--- src/rtl/dmem_arbiter_if.sv ---
// Shared data-memory port bundle: core request, host request and RAM side.
// slave = arbiter view, master = the surrounding system (core/host/RAM).
interface dmem_arbiter_if #(
  parameter int unsigned ADDR_W = 32,
  parameter int unsigned DATA_W = 32
);
  logic              cpu_req;
  logic              cpu_we;
  logic [ADDR_W-1:0] cpu_addr;
  logic [DATA_W-1:0] cpu_wdata;
  logic              cpu_gnt;
  logic              cpu_stall;
  logic              cpu_rvalid;
  logic [DATA_W-1:0] cpu_rdata;

  logic              host_req;
  logic              host_we;
  logic [ADDR_W-1:0] host_addr;
  logic [DATA_W-1:0] host_wdata;
  logic              host_gnt;
  logic              host_rvalid;
  logic [DATA_W-1:0] host_rdata;

  logic              mem_en;
  logic              mem_we;
  logic [ADDR_W-1:0] mem_addr;
  logic [DATA_W-1:0] mem_wdata;
  logic [DATA_W-1:0] mem_rdata;

  modport slave (
    input  cpu_req, cpu_we, cpu_addr, cpu_wdata,
    output cpu_gnt, cpu_stall, cpu_rvalid, cpu_rdata,
    input  host_req, host_we, host_addr, host_wdata,
    output host_gnt, host_rvalid, host_rdata,
    output mem_en, mem_we, mem_addr, mem_wdata,
    input  mem_rdata
  );

  modport master (
    output cpu_req, cpu_we, cpu_addr, cpu_wdata,
    input  cpu_gnt, cpu_stall, cpu_rvalid, cpu_rdata,
    output host_req, host_we, host_addr, host_wdata,
    input  host_gnt, host_rvalid, host_rdata,
    input  mem_en, mem_we, mem_addr, mem_wdata,
    output mem_rdata
  );
endinterface

--- src/rtl/dmem_arbiter.sv ---
// dmem_arbiter: shares the single data-RAM port between the ARM core (fixed
// priority) and an external host loader/reader served on idle core cycles.
// Read data returns one cycle after issue and is steered by rd_pend/rd_owner.
// Optional macro ARB_STARVE_GUARD_EN: after STARVE_MAX consecutive denied host
// cycles the host is granted for one cycle and the core is stalled.
module dmem_arbiter #(
  parameter int unsigned ADDR_W     = 32,
  parameter int unsigned DATA_W     = 32,
  parameter int unsigned STARVE_MAX = 8
) (
  input logic           clk,
  input logic           reset,
  dmem_arbiter_if.slave bus
);

  if (STARVE_MAX < 1 || STARVE_MAX > 255) begin : g_bad_starve_max
    $error("dmem_arbiter: STARVE_MAX must be in 1..255");
  end

  typedef enum logic {
    OWN_CPU  = 1'b0,
    OWN_HOST = 1'b1
  } owner_e;

  logic              rd_pend_q, rd_pend_d;
  owner_e            rd_owner_q, rd_owner_d;
  logic              cpu_gnt, host_gnt, force_host;
  logic              win_we;
  logic [ADDR_W-1:0] win_addr;
  logic [DATA_W-1:0] win_wdata;
  logic              cpu_rvalid, host_rvalid;

`ifdef ARB_STARVE_GUARD_EN
  logic [7:0] starve_cnt_q, starve_cnt_d;

  // Host wins outright once it has waited STARVE_MAX cycles
  always_comb force_host = bus.host_req && (starve_cnt_q == 8'(STARVE_MAX));

  // Count consecutive denied host cycles; any grant or idle host clears it
  always_comb begin
    starve_cnt_d = '0;
    if (!reset && bus.host_req && !host_gnt) starve_cnt_d = starve_cnt_q + 8'd1;
  end

  // Starve counter register
  always_ff @(posedge clk) begin
    if (reset) starve_cnt_q <= '0;
    else       starve_cnt_q <= starve_cnt_d;
  end
`else
  // Without the guard the core always wins
  always_comb force_host = 1'b0;
`endif

  // Grant selection, winner mux and next read-return tracking state
  always_comb begin
    cpu_gnt    = 1'b0;
    host_gnt   = 1'b0;
    win_we     = 1'b0;
    win_addr   = '0;
    win_wdata  = '0;
    if (!reset) begin
      if (force_host)        host_gnt = 1'b1;
      else if (bus.cpu_req)  cpu_gnt  = 1'b1;
      else if (bus.host_req) host_gnt = 1'b1;
    end
    if (cpu_gnt) begin
      win_we    = bus.cpu_we;
      win_addr  = bus.cpu_addr;
      win_wdata = bus.cpu_wdata;
    end else if (host_gnt) begin
      win_we    = bus.host_we;
      win_addr  = bus.host_addr;
      win_wdata = bus.host_wdata;
    end
    rd_pend_d  = (cpu_gnt | host_gnt) & ~win_we;
    rd_owner_d = host_gnt ? OWN_HOST : OWN_CPU;
  end

  // Read-return tracking registers
  always_ff @(posedge clk) begin
    if (reset) begin
      rd_pend_q  <= 1'b0;
      rd_owner_q <= OWN_CPU;
    end else begin
      rd_pend_q  <= rd_pend_d;
      rd_owner_q <= rd_owner_d;
    end
  end

  // Steer returning RAM data to the requester that issued the read
  always_comb begin
    cpu_rvalid  = rd_pend_q && (rd_owner_q == OWN_CPU)  && !reset;
    host_rvalid = rd_pend_q && (rd_owner_q == OWN_HOST) && !reset;
  end

  assign bus.cpu_gnt     = cpu_gnt;
  assign bus.cpu_stall   = bus.cpu_req & ~cpu_gnt & ~reset;
  assign bus.host_gnt    = host_gnt;
  assign bus.cpu_rvalid  = cpu_rvalid;
  assign bus.host_rvalid = host_rvalid;
  assign bus.cpu_rdata   = cpu_rvalid  ? bus.mem_rdata : '0;
  assign bus.host_rdata  = host_rvalid ? bus.mem_rdata : '0;
  assign bus.mem_en      = cpu_gnt | host_gnt;
  assign bus.mem_we      = win_we;
  assign bus.mem_addr    = win_addr;
  assign bus.mem_wdata   = win_wdata;

endmodule

--- src/flat_wrapper.sv ---
// flat-port wrapper written by rule: the top's interface ports become plain ports
module dmem_arbiter_flat 
#(
  parameter int unsigned ADDR_W     = 32,
  parameter int unsigned DATA_W     = 32,
  parameter int unsigned STARVE_MAX = 8
)
  (clk, reset, bus_cpu_req, bus_cpu_we, bus_cpu_addr, bus_cpu_wdata, bus_cpu_gnt, bus_cpu_stall, bus_cpu_rvalid, bus_cpu_rdata, bus_host_req, bus_host_we, bus_host_addr, bus_host_wdata, bus_host_gnt, bus_host_rvalid, bus_host_rdata, bus_mem_en, bus_mem_we, bus_mem_addr, bus_mem_wdata, bus_mem_rdata);
  dmem_arbiter_if #(.ADDR_W(ADDR_W), .DATA_W(DATA_W)) bus_i ();
  input logic clk;
  input logic reset;
  input wire logic [$bits(bus_i.cpu_req)-1:0] bus_cpu_req;
  input wire logic [$bits(bus_i.cpu_we)-1:0] bus_cpu_we;
  input wire logic [$bits(bus_i.cpu_addr)-1:0] bus_cpu_addr;
  input wire logic [$bits(bus_i.cpu_wdata)-1:0] bus_cpu_wdata;
  output wire logic [$bits(bus_i.cpu_gnt)-1:0] bus_cpu_gnt;
  output wire logic [$bits(bus_i.cpu_stall)-1:0] bus_cpu_stall;
  output wire logic [$bits(bus_i.cpu_rvalid)-1:0] bus_cpu_rvalid;
  output wire logic [$bits(bus_i.cpu_rdata)-1:0] bus_cpu_rdata;
  input wire logic [$bits(bus_i.host_req)-1:0] bus_host_req;
  input wire logic [$bits(bus_i.host_we)-1:0] bus_host_we;
  input wire logic [$bits(bus_i.host_addr)-1:0] bus_host_addr;
  input wire logic [$bits(bus_i.host_wdata)-1:0] bus_host_wdata;
  output wire logic [$bits(bus_i.host_gnt)-1:0] bus_host_gnt;
  output wire logic [$bits(bus_i.host_rvalid)-1:0] bus_host_rvalid;
  output wire logic [$bits(bus_i.host_rdata)-1:0] bus_host_rdata;
  output wire logic [$bits(bus_i.mem_en)-1:0] bus_mem_en;
  output wire logic [$bits(bus_i.mem_we)-1:0] bus_mem_we;
  output wire logic [$bits(bus_i.mem_addr)-1:0] bus_mem_addr;
  output wire logic [$bits(bus_i.mem_wdata)-1:0] bus_mem_wdata;
  input wire logic [$bits(bus_i.mem_rdata)-1:0] bus_mem_rdata;
  assign bus_i.cpu_req = bus_cpu_req;
  assign bus_i.cpu_we = bus_cpu_we;
  assign bus_i.cpu_addr = bus_cpu_addr;
  assign bus_i.cpu_wdata = bus_cpu_wdata;
  assign bus_cpu_gnt = bus_i.cpu_gnt;
  assign bus_cpu_stall = bus_i.cpu_stall;
  assign bus_cpu_rvalid = bus_i.cpu_rvalid;
  assign bus_cpu_rdata = bus_i.cpu_rdata;
  assign bus_i.host_req = bus_host_req;
  assign bus_i.host_we = bus_host_we;
  assign bus_i.host_addr = bus_host_addr;
  assign bus_i.host_wdata = bus_host_wdata;
  assign bus_host_gnt = bus_i.host_gnt;
  assign bus_host_rvalid = bus_i.host_rvalid;
  assign bus_host_rdata = bus_i.host_rdata;
  assign bus_mem_en = bus_i.mem_en;
  assign bus_mem_we = bus_i.mem_we;
  assign bus_mem_addr = bus_i.mem_addr;
  assign bus_mem_wdata = bus_i.mem_wdata;
  assign bus_i.mem_rdata = bus_mem_rdata;
  dmem_arbiter #(.ADDR_W(ADDR_W), .DATA_W(DATA_W), .STARVE_MAX(STARVE_MAX)) u_core (.clk(clk), .reset(reset), .bus(bus_i));
endmodule
--- config.mk ---
export PLATFORM = sky130hd
export DESIGN_NAME = dmem_arbiter_flat
export DESIGN_NICKNAME = d
export VERILOG_FILES = /design/src/rtl/dmem_arbiter_if.sv /design/src/rtl/dmem_arbiter.sv /design/src/flat_wrapper.sv
export SDC_FILE = /design/constraint.sdc
export NUM_CORES = 1
export LEC_CHECK = 0
export ABC_AREA = 1
export BUFFER_PORTS_ARGS = -buffer_cell sky130_fd_sc_hd__buf_2
export CORE_AREA = 8 8 111 113
export CTS_CLUSTER_SIZE = 40
export DETAILED_ROUTE_END_ITERATION = 10
export DIE_AREA = 0 0 119 121
export PLACE_DENSITY = 0.56
export SYNTH_ARGS = -nofsm -noshare
export SYNTH_HDL_FRONTEND = slang
export SYNTH_SLANG_ARGS = --single-unit
--- constraint.sdc ---
create_clock -name clk -period 0.8 [get_ports clk]
set_input_delay 0.04 -clock clk [delete_from_list [all_inputs] [get_ports clk]]
set_output_delay 0.04 -clock clk [all_outputs]
set_load 0.005 [all_outputs]
# --- After elaboration in Yosys (flattened, before gate mapping) ---
# Index checks and enable logic that the tools add are counted.
classes:
  muxes: 14
  bitwise_logic: 8
  n_reduce_logical: 5
ops:
  columns: ["operator", "n"]
  rows:
  - ["32-bit 2-to-1 mux", 6]
  - ["1-bit 2-to-1 mux", 8]
  - ["1-bit logical AND", 4]
  - ["1-bit inverter", 4]
  - ["1-bit bitwise AND", 3]
  - ["1-bit zero test", 1]
  - ["1-bit OR", 1]
totals:
  regBits: 2
  in_bits: 166
  output_inout_bits: 135
  elab_cells: 29

# --- Longest topological paths before layout ---
# Gate-level depths: netlist of run 1.
depth:
  word_depth: 7
  mapped_depth: 7
  mapped_depth_nobuf: 5

# --- Worst setup path before layout of run 1 ---
# No wires, ideal clock.
synth_timing:
  kind: "reg-to-output"
  start: "reg u_core.rd_owner_q"
  end: "out bus_cpu_rdata[21]"
  arrival_ns: 0.753
  slack_ns: 0.007
  path_stages_with_launch: 5
  cell_sequence: "dfxtp_1 inv_1 nand3_1 buf_2 nor2_1"
synth_between:
  elab_chain_len: 4
synth_rtl:
  columns: ["element", "line", "text"]
  rows:
  - ["start: declaration", "dmem_arbiter.sv:26", "owner_e rd_owner_q, rd_owner_d;"]
  - ["start signal: assignment", "dmem_arbiter.sv:87", "rd_owner_q <= rd_owner_d;"]
  - ["1-bit inverter", "dmem_arbiter.sv:93", "cpu_rvalid = rd_pend_q && (rd_owner_q == OWN_CPU) && !reset;"]
  - ["1-bit logical AND (2 in a row)", "dmem_arbiter.sv:93", null]
  - ["32-bit 2-to-1 mux", "dmem_arbiter.sv:102", "assign bus.cpu_rdata = cpu_rvalid ? bus.mem_rdata : '0;"]
  - ["end: declaration", "flat_wrapper.sv:19", "output wire logic [$bits(bus_i.cpu_rdata)-1:0] bus_cpu_rdata;"]
# Every way passes these cells.

# --- Worst setup path after layout of run 1 ---
layout_timing:
  start: "reg u_core.rd_owner_q"
  end: "out bus_cpu_rdata[14]"
# Same word-level chain as after synthesis.

==> impl_metrics.csv, run 1 <==
group,metric,value,unit
run_status,status,"finished, violations left",
run_status,violations,"negative setup slack",
global_routing,gr-total-overflow,0,
yosys,ys_seq_elements,2,
cts,cts_tree,"built",
place,io_buffers,299,
yosys,yosys_most_used_dff,"dfxtp_1",
yosys,synth_top_cell_by_area,"nand2_1",
place,hpwlAfterDp,8490,µm
run,cap_violations,0,
die,ios,301,
route,wl_per_cell,15.0,µm
final_layout,n_antenna_cell,0,
timing,finalHoldViolations,0,
cts,cts.sinks,2,
yosys,syn_inst,329,
setup_path,worst_setup_path_start_kind,"flop",
pwr,power_density,552,nW/µm²
die,fp.dieH,121,µm
global_routing,grt_max_degree,34,
route,routed_wl,11800,µm
timing,setup_viol,134,
timing,period_share,1.42,
die,die_w,119,µm
route,drc,0,
pwr,p_leak,2.85,nW
timing,rsz0062_at_grt,"true",
route,dr.pass1.iters,4,
yosys,yosysSeqAreaShare,0.0297,
global_routing,grtUsageMet3,0.0628,
setup_path,cpPeakStageDelay,320,ps
global_routing,grtUsageTotal,0.142,
timing,fmax,883,MHz
die,dieArea,14400,µm²
yosys,yosys.cell_types.count,15,
yosys,synth.area.top_cells,"nand2_1, nor2_1, inv_1",
yosys,synth_edf_count,0,
final_layout,nNetsFinal,814,
global_routing,use_met1,0.144,
route,vias,3032,
cts,clockBufferDepth,2,
yosys,async_flop_share,0,
setup_path,cp.arrival,1090,ps
place,pre_cts_slack,-242,ps
setup_path,critPathKind,"reg -> out",
pwr,finalPower,0.00233,W
global_routing,antenna_found_initial,0,
global_routing,grt_util_met2,0.271,
setup_path,cp_max_fo,16,
final_layout,final_layout_size_suffix_gt1_frac,0.709,
timing,period_needed,1130,ps
timing,drv_slew,0,
setup_path,slowest_stage,"dfxtp_2",
cts,path_clk_slew,30,ps
route,drt_iter0_markers,80,
setup_path,cp-end-kind,"primary output",
cts,htreeDepth,1,
yosys,synth_top_area_share,0.541,
yosys,synth_common_cells,"nand2_1, nor2_1, inv_1",
setup_path,worstPathRequired,760,ps
global_routing,grt_first_pass_wirelength,16400,µm
hold_path,min_path_type,"in -> reg",
cts,cts_inserted_buffers,3,
route,via_per_inst,3.86,
place,gp_congestion,0.827,
yosys,yosysMostFrequentCell,"nand2_1",
die,num_rows,38,
yosys,synth_area_per_cell,4.09,µm²
final_layout,areaGrowthSynthToFinish,213,%
global_routing,grt_pass1_vias,3041,
yosys,syn_area,1350,µm²
cts,postCtsHoldBufs,0,
yosys,yosys_warnings,0,
die,initial_core_util,0.127,
pwr,vdd_drop_max,0.000262,V
cts,cts-root-buf,"clkbuf_8",
yosys,synth_fp_nets,495,
die,fp.coreArea,10600,µm²
global_routing,grt-busiest-layer,"met2",
setup_path,cp_cell_sequence,"inv_2 -> nand3_4 -> clkbuf_16 -> nor2_2 -> buf_2",
route,ant_nets,0,
timing,worst_slack,-332,ps
==> worst max-delay path: cells and delay by family, from the launching register on <==
family / cells / cell delay, ps
buffers and inverters: 3 / 380
DFF: 1 / 320
and+or+nand+nor: 2 / 180
==> worst paths after layout <==
path	from	end	slack (ps)	cells after the start
worst min-delay path	bus_cpu_we	u_core.rd_pend_q$_SDFF_PP0_	170	4
worst max-delay path	u_core.rd_owner_q$_SDFF_PP0_	bus_cpu_rdata[14]	-330	5
==> per-stage QoR <==
step	instance area, µm²	setup TNS (ps)	util	hold WS, ps	cells
after floorplan	1350	0	-	171	329
after global placement	3040	-15250	0.287	334	758
after CTS	3830	-35240	0.361	152	784
after detailed placement	3040	-16120	0.287	338	758
after global routing	4220	-40660	0.398	151	786
final	4220	-32560	0.398	166	786
==> flip-flops by register name (all words and copies together), names as in the netlist <==
name,count
u_core.rd_pend_q,1
u_core.rd_owner_q,1
==> power breakdown <==
group          leakage, nW  switching [W]  total [W]  internal, W
sequential          0.0175     0.00000834   0.000115     0.000107
combinational         2.81       0.000835    0.00182     0.000984
clock               0.0216      0.0000751   0.000393     0.000318
==> cell type report <==
class	instances	area (µm²)
Tap cell	140	175
Sequential cell	2	45.0
Clock buffer	3	41.3
Timing Repair Buffer	335	2310
Fill cell	1159	6380
Inverter	40	178
Multi-Input combinational cell	266	1470
==> kinds of logic (layout without fill, tap and decap cells) <==
| logic type | after synthesis | count (layout) | share of synthesized area |
|---|---|---|---|
| compound gates | 1 | 1 | 0.00371 |
| buf+inv | 61 | 378 | 0.217 |
| flops | 2 | 2 | 0.0297 |
| other cells | 1 | 1 | 0.00279 |
| simple gates | 264 | 264 | 0.746 |
==> layout by cell type, fill, tap and decap left out, types with 3 or more instances in the layout <==
| cell type | Yosys | layout |
|---|---|---|
| buf_6 | 5 | 25 |
| buf_8 | 0 | 4 |
| nand2_2 | 0 | 61 |
| buf_2 | 12 | 280 |
| nand2_1 | 194 | 105 |
| buf_4 | 3 | 4 |
| clkbuf_8 | 0 | 3 |
| inv_1 | 37 | 36 |
| nand3_4 | 0 | 3 |
| buf_12 | 0 | 9 |
| nand2_4 | 0 | 28 |
| nor2_1 | 65 | 45 |
| buf_16 | 0 | 11 |
| nor2_2 | 1 | 19 |
==> layer usage <==
metal,part of all wire,wire length [µm],vias up
met5,0,0,-
met4,0.0059,70,0
met3,0.11,1250,8
met2,0.53,6290,177
met1,0.35,4180,1276
li1,-,-,1571
==> timing repair <==
| item | 4_1_cts | 5_1_grt |
|---|---|---|
| gates cloned | 12 | 2 |
| pin swaps | 67 | 31 |
| buffers inserted | 11 | 3 |
| gates resized for setup | 111 | 94 |
| endpoints found under the setup margin | 135 | 135 |
Note: power is estimated with default switching activity, not from simulation.
==> inputs of run 2 (changes only) <==
- SETUP_SLACK_MARGIN: unset -> 0.4
==> run 2 against run 1 <==
Effect of this change:
- the flow still finishes with violations (negative setup slack)
- final cell count rose by 1.4%
- via count rose by 3.3%
- combinational power rose by 14%
- highest routed layer unchanged
==> impl_metrics.csv, run 2 (synthesized netlist as in run 1, its figures left out) <==
group,metric,value,unit
run_status,status,"finished, violations left",
run_status,violations,"negative setup slack",
die,num_rows,38,
pwr,finalPower,0.00259,W
setup_path,critPathTopFamily,"buffers and inverters",
die,fp.dieH,121,µm
timing,rsz0062_at_grt,"true",
place,gp_congestion,0.817,
timing,fmax,883,MHz
die,die_w,119,µm
die,dieArea,14400,µm²
cts,cts_inserted_buffers,3,
final_layout,nNetsFinal,825,
place,io_buffers,299,
hold_path,min_path_type,"in -> reg",
route,ant_nets,0,
cts,cts.sinks,2,
timing,period_share,1.42,
pwr,p_leak,3.13,nW
route,vias,3133,
pwr,vdd_drop_max,0.000752,V
cts,cts-root-buf,"clkbuf_8",
route,routed_wl,12300,µm
cts,postCtsHoldBufs,0,
cts,clockBufferDepth,2,
die,ios,301,
final_layout,final_cell_mix,"buf_2, nand2_2, nand2_1",
route,drt_iter0_markers,41,
setup_path,cp-end-kind,"primary output",
setup_path,critPathKind,"reg -> out",
setup_path,worstPathRequired,760,ps
setup_path,slowest_stage,"dfxtp_2",
setup_path,path_buf_inv,3,
global_routing,grt_max_degree,34,
place,hpwlAfterDp,8400,µm
pwr,power_density,548,nW/µm²
timing,worst_slack,-333,ps
final_layout,top_regs,"u_core.rd_owner_q (1), u_core.rd_pend_q (1)",
cts,path_clk_slew,30,ps
global_routing,grt_pass1_vias,3180,
setup_path,cp_cell_sequence,"inv_2 -> nand3_4 -> buf_12 -> nor2_2 -> buf_2",
setup_path,cpPeakStageDelay,330,ps
timing,drv_slew,0,
global_routing,antenna_found_initial,0,
setup_path,worst_setup_path_start_kind,"flop",
final_layout,n_antenna_cell,0,
final_layout,areaGrowthSynthToFinish,251,%
global_routing,gr-total-overflow,0,
timing,finalHoldViolations,0,
setup_path,cp_max_fo,21,
final_layout,final_layout_size_suffix_gt1_frac,0.840,
run,cap_violations,0,
die,fp.coreArea,10600,µm²
global_routing,grt_first_pass_wirelength,17000,µm
route,dr.pass1.iters,4,
route,drc,0,
route,via_per_inst,3.93,
final_layout,final_common_cell,"buf_2",
timing,hold_ws,113,ps
cts,htreeDepth,1,
global_routing,grtUsageTotal,0.147,
timing,setup_viol,134,
cts,cts_tree,"built",
setup_path,cp.arrival,1090,ps
timing,period_needed,1130,ps
die,initial_core_util,0.127,
route,wl_per_cell,15.5,µm
[run 2: final cells by class]
class | instances | area, µm²
clock buffers | 3 | 41.3
fillers | 1104 | 5880
inverters | 40 | 186
multi-input cells | 266 | 1770
flip-flops and latches | 2 | 45.0
well taps | 140 | 175
repair buffers | 346 | 2510
[run 2: routing by layer]
metal  up-vias  wire length (µm)  global-route usage  part of all wire
met5         -                 0                   0                 0
met4         0                59              0.0103            0.0048
met3         6              1150              0.0582             0.093
met2       171              6710               0.290              0.54
met1      1354              4430               0.147              0.36
li1       1602                 -                   -                 -
[run 2: power by group]
part / switching (W) / internal [W] / total [W]
clock: 0.0000861 / 0.000319 / 0.000405
combinational: 0.000969 / 0.00110 / 0.00207
sequential: 0.00000833 / 0.000107 / 0.000115
total: 0.00106 / 0.00153 / 0.00259
[run 2: per-stage QoR]
step,std cells,util,setup WS (ps),TNS (ps),cell area [µm²]
floorplan,329,-,31.3,0,1630
global placement,757,0.302,-193,-18410,3210
detailed placement,757,0.302,-198,-18120,3210
CTS,792,0.403,-345,-31940,4270
global route,797,0.446,-396,-39450,4730
finish,797,0.446,-333,-32180,4730
[run 2: path summary, 6_finish.rpt]
path | to | slack [ps] | startpoint | cells after the start
min | u_core.rd_owner_q$_SDFF_PP0_ | 110 | bus_cpu_req | 4
max | bus_cpu_rdata[10] | -330 | u_core.rd_owner_q$_SDFF_PP0_ | 5
[run 2: what timing repair did]
item                                   4_1_cts  5_1_grt
setup endpoints to repair                  135      135
pin swaps                                   59       62
resized for setup                          140       97
gates cloned                                16        2
endpoints found under the hold margin        0        0
setup buffers                               16        3
==> inputs of run 3 (changes only) <==
--- a/config.mk
+++ b/config.mk
@@ -14,4 +14,5 @@
 export PLACE_DENSITY = 0.56
 export SETUP_SLACK_MARGIN = 0.4
+export SLEW_MARGIN = 20
 export SYNTH_ARGS = -nofsm -noshare
 export SYNTH_HDL_FRONTEND = slang
==> constraint.sdc (replaced) <==
create_clock -name clk -period 0.9 [get_ports clk]
set_input_delay 0.045 -clock clk [delete_from_list [all_inputs] [get_ports clk]]
set_output_delay 0.045 -clock clk [all_outputs]
set_load 0.01 [all_outputs]
==> run 3 against run 2 <==
Effect of this change:
- the flow still finishes with violations (negative setup slack)
- clock power decreased by 11%
- first-iteration DRC count grew 29%
- final cell count is 0.63% higher
- highest routed layer unchanged
==> impl_metrics.csv, run 3 (synthesized netlist as in run 1, its figures left out) <==
group,metric,value,unit
run_status,status,"finished, violations left",
run_status,violations,"negative setup slack",
timing,period_needed,1150,ps
timing,setup_viol,133,
die,dieArea,14400,µm²
global_routing,grt_util_met2,0.311,
timing,finalHoldViolations,0,
setup_path,cp_max_fo,16,
die,initial_core_util,0.127,
die,fp.dieH,121,µm
die,die_w,119,µm
global_routing,grt_first_pass_wirelength,18600,µm
final_layout,final_common_cell,"buf_2",
setup_path,cp_cell_sequence,"inv_2 -> nand3_4 -> buf_12 -> nor2_4 -> buf_6",
setup_path,critPathKind,"reg -> out",
place,postPlaceCellArea,3680,µm²
global_routing,grt_max_degree,22,
pwr,vdd_drop_max,0.000313,V
global_routing,grtUsageTotal,0.160,
final_layout,nNetsFinal,829,
global_routing,use_met1,0.162,
global_routing,grt-busiest-layer,"met2",
route,dr.pass1.iters,4,
run,cap_violations,0,
hold_path,min_path_type,"in -> reg",
setup_path,path_buf_inv,3,
cts,cts-root-buf,"clkbuf_8",
timing,fmax,869,MHz
route,drt_iter0_markers,53,
die,fp.coreArea,10600,µm²
final_layout,final_layout_size_suffix_gt1_frac,0.936,
global_routing,grt_pass1_vias,3544,
cts,cts.sinks,2,
cts,htreeDepth,1,
final_layout,fin_cells,802,
timing,worst_slack,-251,ps
pwr,power_density,504,nW/µm²
setup_path,cp.arrival,1110,ps
global_routing,antenna_found_initial,1,
cts,clockBufferDepth,2,
final_layout,areaGrowthSynthToFinish,310,%
setup_path,critPathTopFamily,"buffers and inverters",
setup_path,worst_setup_path_start_kind,"flop",
pwr,p_leak,3.36,nW
die,num_rows,38,
timing,rsz0062_at_grt,"true",
route,vias,3245,
final_layout,final_cell_mix,"buf_2, nand2_2, buf_6",
place,gp_congestion,0.837,
route,drc,0,
final_layout,stdcell_area,5520,µm²
route,via_per_inst,4.05,
cts,postCtsHoldBufs,0,
setup_path,slowest_stage,"dfxtp_2",
timing,drv_slew,0,
route,routed_wl,12500,µm
cts,cts_inserted_buffers,3,
route,ant_nets,0,
cts,cts_tree,"built",
place,io_buffers,299,
route,wl_per_cell,15.5,µm
cts,path_clk_slew,30,ps
setup_path,cp-end-kind,"primary output",
final_layout,top_regs,"u_core.rd_owner_q (1), u_core.rd_pend_q (1)",
setup_path,cpPeakStageDelay,310,ps
place,hpwlAfterDp,9190,µm
timing,period_share,1.28,
die,ios,301,
global_routing,grtUsageMet3,0.0530,
global_routing,gr-total-overflow,0,
setup_path,worstPathRequired,850,ps
place,place_inst,761,
[run 3: changes by cell type in the layout (fill, tap and decap cells not counted), sizes merged]
cell    delta
buf        +6
clkbuf     -2
diode      +1
[run 3: metrics by stage]
step                 util  TNS (ps)  hold slack, ps  power (W)  setup WS [ps]
global route        0.520    -26580             199    0.00294           -321
global placement    0.347     -6840             332    0.00151           -110
finish              0.520    -19280             181    0.00278           -251
floorplan               -         0             185   0.000813           89.4
detailed placement  0.347     -7840             337    0.00152           -130
CTS                 0.502    -20250            97.9    0.00270           -266
[run 3: final cells by class]
cell class,count,area [µm²]
well taps,140,175
inverters,40,181
clock buffers,3,41.3
diodes,1,2.50
flip-flops and latches,2,42.5
multi-input cells,266,2120
fillers,1006,5090
repair buffers,350,2960
[run 3: layer usage]
metal	up-vias	wire [µm]
li1	1610	-
met5	-	0
met3	22	1130
met2	175	6890
met4	0	231
met1	1438	4200
[run 3: power by group]
part	switching [W]	total [W]	internal (W)
sequential	0.00000512	0.000101	0.0000960
combinational	0.00109	0.00232	0.00123
clock	0.0000763	0.000360	0.000283
total	0.00117	0.00278	0.00161
[run 3: final timing paths]
check	endpoint	start	slack, ps	cells past startpoint
max	bus_cpu_rdata[24]	u_core.rd_owner_q$_SDFF_PP0_	-250	5
min	u_core.rd_pend_q$_SDFF_PP0_	bus_host_req	180	4
[run 3: repair_timing]
item | CTS | global route
gates cloned | 12 | 0
setup endpoints to repair | 135 | 135
gates resized for setup | 245 | 34
pin swaps | 18 | 23
buffers inserted | 20 | 5
endpoints found under the hold margin | 0 | 0
